### config.mk
export PLATFORM = sky130hd
export DESIGN_NAME = mixsx_idx_gen
export DESIGN_NICKNAME = d
export VERILOG_FILES = /design/src/rtl/mixsx_idx_gen.sv
export SDC_FILE = /design/constraint.sdc
export NUM_CORES = 1
export LEC_CHECK = 0
export CORE_MARGIN = 4
export CORE_UTILIZATION = 45
export CTS_CLUSTER_SIZE = 25
export DETAILED_ROUTE_END_ITERATION = 8
export DONT_BUFFER_PORTS = 1
export GPL_TIMING_DRIVEN = 1
export PLACE_DENSITY = 0.65
export SKIP_CTS_REPAIR_TIMING = 1
export SYNTH_ARGS = -nofsm -noshare
export SYNTH_HDL_FRONTEND = slang
export SYNTH_SLANG_ARGS = --single-unit
export TNS_END_PERCENT = 30
### constraint.sdc
create_clock -name clk -period 1.55 [get_ports clk]
set_input_delay 0.3875 -clock clk [delete_from_list [all_inputs] [get_ports clk]]
set_output_delay 0.3875 -clock clk [all_outputs]
set_load 0.01 [all_outputs]
### src/rtl/mixsx_idx_gen.sv
// Index generator for mixsx32: slices random words into candidates, rejection-samples
// them against XWORDS32 and packs CWORDS64 accepted indices into d.
module mixsx_idx_gen #(
  parameter  int CWORDS64  = 2,
  parameter  int XWORDS32  = 4,
  localparam int IDX_WIDTH = $clog2(XWORDS32),
  localparam int FIELDS    = 32 / IDX_WIDTH
) (
  input  logic                          clk,
  input  logic                          reset,
  input  logic                          start,
  input  logic [31:0]                   in_word,
  input  logic                          in_valid,
  output logic                          in_ready,
  output logic [CWORDS64*IDX_WIDTH-1:0] d,
  output logic                          d_valid,
  input  logic                          d_ready,
  output logic                          busy,
  output logic [15:0]                   rej_cnt
);

  localparam int KW = (CWORDS64 > 1) ? $clog2(CWORDS64) : 1;
  localparam int FW = (FIELDS > 1) ? $clog2(FIELDS) : 1;
  localparam int WW = FIELDS * IDX_WIDTH;
  localparam logic [IDX_WIDTH:0] XLIM = (IDX_WIDTH + 1)'(XWORDS32);

  typedef enum logic [1:0] {S_IDLE, S_LOAD, S_SCAN, S_OUT} state_t;

  state_t                        r_state;
  logic [WW-1:0]                 r_word;
  logic [FW-1:0]                 r_f;
  logic [KW-1:0]                 r_k;
  logic [CWORDS64*IDX_WIDTH-1:0] r_d;
  logic [15:0]                   r_rej;

  logic [IDX_WIDTH-1:0] w_fields [FIELDS];
  logic [IDX_WIDTH-1:0] w_cand;
  logic                 w_accept;
  logic                 w_last_f;
  logic                 w_last_k;

  // Field 0 occupies the least significant bits of the captured word.
  generate
    for (genvar gi = 0; gi < FIELDS; gi++) begin : g_field
      assign w_fields[gi] = r_word[gi*IDX_WIDTH +: IDX_WIDTH];
    end
  endgenerate

  assign w_cand   = w_fields[r_f];
  assign w_accept = {1'b0, w_cand} < XLIM;
  assign w_last_f = (r_f == FW'(FIELDS - 1));
  assign w_last_k = (r_k == KW'(CWORDS64 - 1));

  always_ff @(posedge clk) begin
    if (reset) begin
      r_state <= S_IDLE;
      r_word  <= '0;
      r_f     <= '0;
      r_k     <= '0;
      r_d     <= '0;
      r_rej   <= '0;
    end else begin
      case (r_state)
        S_IDLE: begin
          if (start) begin
            r_k     <= '0;
            r_d     <= '0;
            r_rej   <= '0;
            r_state <= S_LOAD;
          end
        end
        S_LOAD: begin
          if (in_valid) begin
            r_word  <= in_word[WW-1:0];
            r_f     <= '0;
            r_state <= S_SCAN;
          end
        end
        S_SCAN: begin
          if (w_accept) begin
            for (int k = 0; k < CWORDS64; k++) begin
              if (r_k == KW'(k)) r_d[k*IDX_WIDTH +: IDX_WIDTH] <= w_cand;
            end
            r_k <= r_k + 1'b1;
          end else if (r_rej != 16'hFFFF) begin
            r_rej <= r_rej + 16'd1;
          end
          // Completing the last slot wins over word exhaustion; leftover fields are dropped.
          if (w_accept && w_last_k) begin
            r_state <= S_OUT;
          end else if (w_last_f) begin
            r_state <= S_LOAD;
          end else begin
            r_f <= r_f + 1'b1;
          end
        end
        S_OUT: begin
          if (d_ready) r_state <= S_IDLE;
        end
        default: r_state <= S_IDLE;
      endcase
    end
  end

  assign in_ready = (r_state == S_LOAD);
  assign d_valid  = (r_state == S_OUT);
  assign busy     = (r_state != S_IDLE);
  assign d        = r_d;
  assign rej_cnt  = r_rej;

endmodule

; Yosys cells after proc, flatten, opt, wreduce, memory -nomap -nowiden
; Cells that the tools add are included.
[totals]
register_bits = 43
in_bits = 37
output_inout_bits = 23
elab_cells = 50
[classes]
add_sub_neg = 2
order_cmp = 1
n_eq_ne = 11
n_mux = 19
bitwise = 1
reduce_logical = 10
[op_table]
columns = operator, count
row1 = 2-bit two-way mux, 9
row2 = 4-bit two-way mux, 4
row3 = 4-bit case mux with 2 select lines, 2
row4 = 2-bit != test (second input constant), 5
row5 = 2-bit binary-select mux with 4-bit select, 1
row6 = 2-bit case mux with 4 select lines, 1
row7 = 4-bit AND reduction, 2
row8 = 3-bit AND reduction, 2
row9 = 2-bit nonzero test, 3
row10 = 5-bit >= comparator (second input constant), 1
row11 = 4-bit inverter with 5-bit output, 1
row12 = 4-bit by 1-bit adder with 4-bit output (second input constant), 1
row13 = 2-bit == test (second input constant), 2
row14 = 4-bit == test (second input constant), 1
row15 = 2-bit AND reduction, 2
row16 = 3-bit != test (second input constant), 1
row17 = 2-bit by 1-bit == test with 1-bit output (second input constant), 1
row18 = 2-bit zero test, 1
row19 = 2-bit by 1-bit != test with 1-bit output (second input constant), 1
row20 = 1-bit case mux with 2 select lines, 1
row21 = 1-bit adder (second input constant), 1
row22 = 1-bit two-way mux, 1

; Depth between registers and ports, before layout
[logic_depth]
depth_word = 6
depth_mapped = 6
ltp_nobuf = 5

; Least setup slack after synthesis
; OpenSTA, ideal clock, no wires.
[synth_path]
kind = register to register
startpoint = register r_f[1]
endpoint = register r_d[1] (netlist: d[1])
setup_time_ps = 117
t_arrival_ps = 1380
required_time_ps = 1433
setup_slack_ps = 54
stages_incl_launch_ff = 6
n_path_buf = 1
period_less_slack_ps = 1496
cell_sequence = dfxtp_1 -> buf_6 -> mux4_2 -> o22ai_1 -> o22ai_1 -> a22o_1
[synth_between]
elab_chain_len = 6
[synth_lines]
columns = item, line_no
row1 = from (decl), 31  ; logic [FW-1:0] r_f;
row2 = from (signal assigned), 94  ; r_f <= r_f + 1'b1;
row3 = 4-bit inverter with 5-bit output (not written as such), 49  ; assign w_cand = w_fields[r_f];
row4 = 2-bit binary-select mux with 4-bit select, 49
row5 = 2-bit two-way mux (not written as such) (2 in a row), 49
row6 = 2-bit two-way mux, 82  ; if (r_k == KW'(k)) r_d[k*IDX_WIDTH +: IDX_WIDTH] <= w_cand;
row7 = 4-bit case mux with 2 select lines, 63  ; case (r_state)
row8 = "to (signal, indexed assignment)", 82
row9 = to (decl), 33  ; logic [CWORDS64*IDX_WIDTH-1:0] r_d;
; No other way between the ends. The select of a mux whose other input is x is not followed.
; A chain may end at the register's enable or synchronous reset.

; Worst setup path in the final report
[layout_path]
startpoint = register r_f[2]
endpoint = register r_d[2] (netlist: d[2])
; The elaborated chain is that of the path after synthesis.

==> run metrics <==
Synth Instances 243; xor/xnor cell area share of the yosys netlist 0.00874; Vias 1547; Pwr Density 1020 mW/mm²; WP data required 1740 ps; Final GP Congestion 0.741; Routed Antenna Nets 0; final hold vios 0; Gate power share 0.122; Die Ht 74.7 µm; P_int 0.00162 W; P_leak 0.785 nW; max cap viols 0; Sw Pwr 0.000557 W; multiplexer area fraction after synthesis 0.0918; core area 0.00432 mm²; Sink Count 43; Initial DRC Count 78; min-delay src reset; max-slew violations 0; TritonRoute pass-1 iters 4; Via density 5.23; RSZ-0062 raised after global routing no; ratio of cells with drive above 1 in the final layout 0.172; Ys Warns 0; clock share of power 0.328; port buffer count 0; Final min period 1480 ps; WP data arrival 1670 ps; Critical Path Source r_f[2]$_SDFFE_PP0P_; starting density of the core 0.464; initial antenna violation count 0; TritonCTS clock tree yes; Peak supply drop 572 µV; most frequent cells in the layout nand2_1 (71), dfxtp_1 (40), a21oi_1 (38); wirelength, routed 4040 µm; first-pass GRT wire length 6480 µm; Synth Area in Adders 0.00624; sequential fraction of the synthesis area 0.429; die width 74.7 µm; Avg Inst Size Synth 8.25 µm²; clock transition at the registers of the reported paths 80 ps; GR Util All Layers 0.150; vias in the first global route 1427; Post-DP HPWL 2960 µm; TritonCTS Buffers 5; full die area 0.00559 mm²; wire per inst 13.6 µm; status finished clean; # nets final 282; r2r setup slk 70 ps; compound-cell area share of the yosys netlist 0.155; fill cell total of the finished layout 451; hold path cells 1; r2r startpoint r_f[2]$_SDFFE_PP0P_; path type of the worst setup path flop to flop; row count 24; startpoint types flop; critical path endpoint category flop; Max H-tree Level 2; RR Endpoint d[2]$_SDFFE_PP0P_; CP max FO 4; worst skew pair latency 290 ps; io pins 60; Hold Crit Class input port to flop; synthesized area 0.00200 mm²; largest net degree at the start of global routing 44; switching part of the total power 0.256; Remaining DRCs 0; Synth Register Bits 43; post-place instance area 0.00200 mm²; setup violators final 0; Finished Cell Area 0.00213 mm²; area grow syn2layout 6.49%; main combinational cell family by area after synthesis simple AND/OR/NAND/NOR gates; grt total ovfl 0; skew final 6.15 ps; hold worst-path end r_f[0]$_SDFFE_PP0P_; root buffer cell clkbuf_8; commonest non-fill, non-tap cell in the layout nand2_1; Post-Synth Simple-Gate Area 0.205; ANT cells 0; sequential power share 0.551; Synth cell types 31; R2R depth 5; ratio of final minimum period to clock period 0.957; Final Util 0.494; Max Root-Sink Buffers 2; FMAX 0.674 GHz
cells in the mapped netlist:
cell       n  area (µm²)
a21oi_1   38         190
a22o_1     3        26.3
a22o_2     1        10.0
and2_1     1        6.26
and3_1     1        6.26
and3b_1    1        8.76
buf_2      5        25.0
buf_4     16         120
buf_6      2        22.5
clkbuf_1  10        37.5
conb_1     1        3.75
dfxtp_1   43         861
ha_1       1        12.5
mux2_2     8        90.1
mux4_1     1        26.3
mux4_2     3        67.6
nand2_1   71         267
nand2b_1   3        18.8
nand3_1    6        30.0
nor2_1     6        22.5
nor2b_1    1        6.26
nor3_1     4        20.0
nor3b_2    1        12.5
o21ai_0    2        10.0
o21bai_1   3        22.5
o221ai_1   2        17.5
o22ai_1    4        25.0
o311ai_0   1        8.76
or2_0      1        6.26
or2_2      1        6.26
xor2_1     2        17.5
layer usage:
| layer | track usage | part of all wire |
|---|---|---|
| met2 | 0.246 | 0.49 |
| met4 | 0.0613 | 0.017 |
| met3 | 0.0454 | 0.056 |
| met5 | 0 | 0 |
| met1 | 0.184 | 0.43 |
critical path: stages (launching register included):
cell      delay [ps]
dfxtp_2          350
buf_4            140
mux2_2           320
o221ai_1         190
o22ai_1          140
a22o_1           240
power groups by stage:
stage / Sequential, W / Clock [W] / Combinational [W]
6_report: 0.00120 / 0.000712 / 0.000265
2_1_floorplan: 0.00121 / 0 / 0.000255
5_1_grt: 0.00121 / 0.000763 / 0.000306
4_1_cts: 0.00120 / 0.000729 / 0.000261
3_3_place_gp: 0.00122 / 0 / 0.000258
3_5_place_dp: 0.00122 / 0 / 0.000261
sequential cells by signal, indices dropped and copies added, names as in the netlist:
register,count
r_state,2
r_word,32
r_f,4
r_k,1
d,4
how the worst max path moves through the flow:
stage                     cells past startpoint                 to
after floorplan                               5  d[1]$_SDFFE_PP0P_
after global placement                        4  d[1]$_SDFFE_PP0P_
after detailed placement                      4  d[1]$_SDFFE_PP0P_
after CTS                                     4  d[1]$_SDFFE_PP0P_
after global routing                          5  d[1]$_SDFFE_PP0P_
final                                         5  d[2]$_SDFFE_PP0P_
cell type report:
type                            instances  area, µm²  share of cell area
Tap cell                               52       65.1              0.0305
Clock buffer                            6       82.6              0.0387
Timing Repair Buffer                   12       91.3              0.0428
Sequential cell                        43        867               0.406
Multi-Input combinational cell        182       1020               0.479
Clock inverter                          1       5.00             0.00234
per-stage QoR:
| stage | TNS (ps) | total power (W) | hold WS, ps | worst slack [ps] | instances |
|---|---|---|---|---|---|
| 2_1_floorplan | 0 | 0.00146 | 432 | 53.7 | 258 |
| 3_3_place_gp | -8.47 | 0.00148 | 435 | -8.47 | 287 |
| 3_5_place_dp | -125 | 0.00149 | 437 | -54.9 | 287 |
| 4_1_cts | -155 | 0.00219 | 146 | -58.6 | 294 |
| 5_1_grt | 0 | 0.00227 | 145 | 7.08 | 296 |
| 6_report | 0 | 0.00217 | 146 | 66.9 | 296 |
logic make-up (layout without fill, tap and decap cells):
kind of cell	count (synthesis)	count (layout)
AO/OA/AOI/OAI	54	54
XOR/XNOR	2	2
adder cells (fa/ha/maj)	1	1
buffers and inverters	33	19
flip-flops	43	43
multiplexers	12	12
other	1	16
AND/OR/NAND/NOR	97	97
No activity file was read; power rests on OpenSTA's default activity.
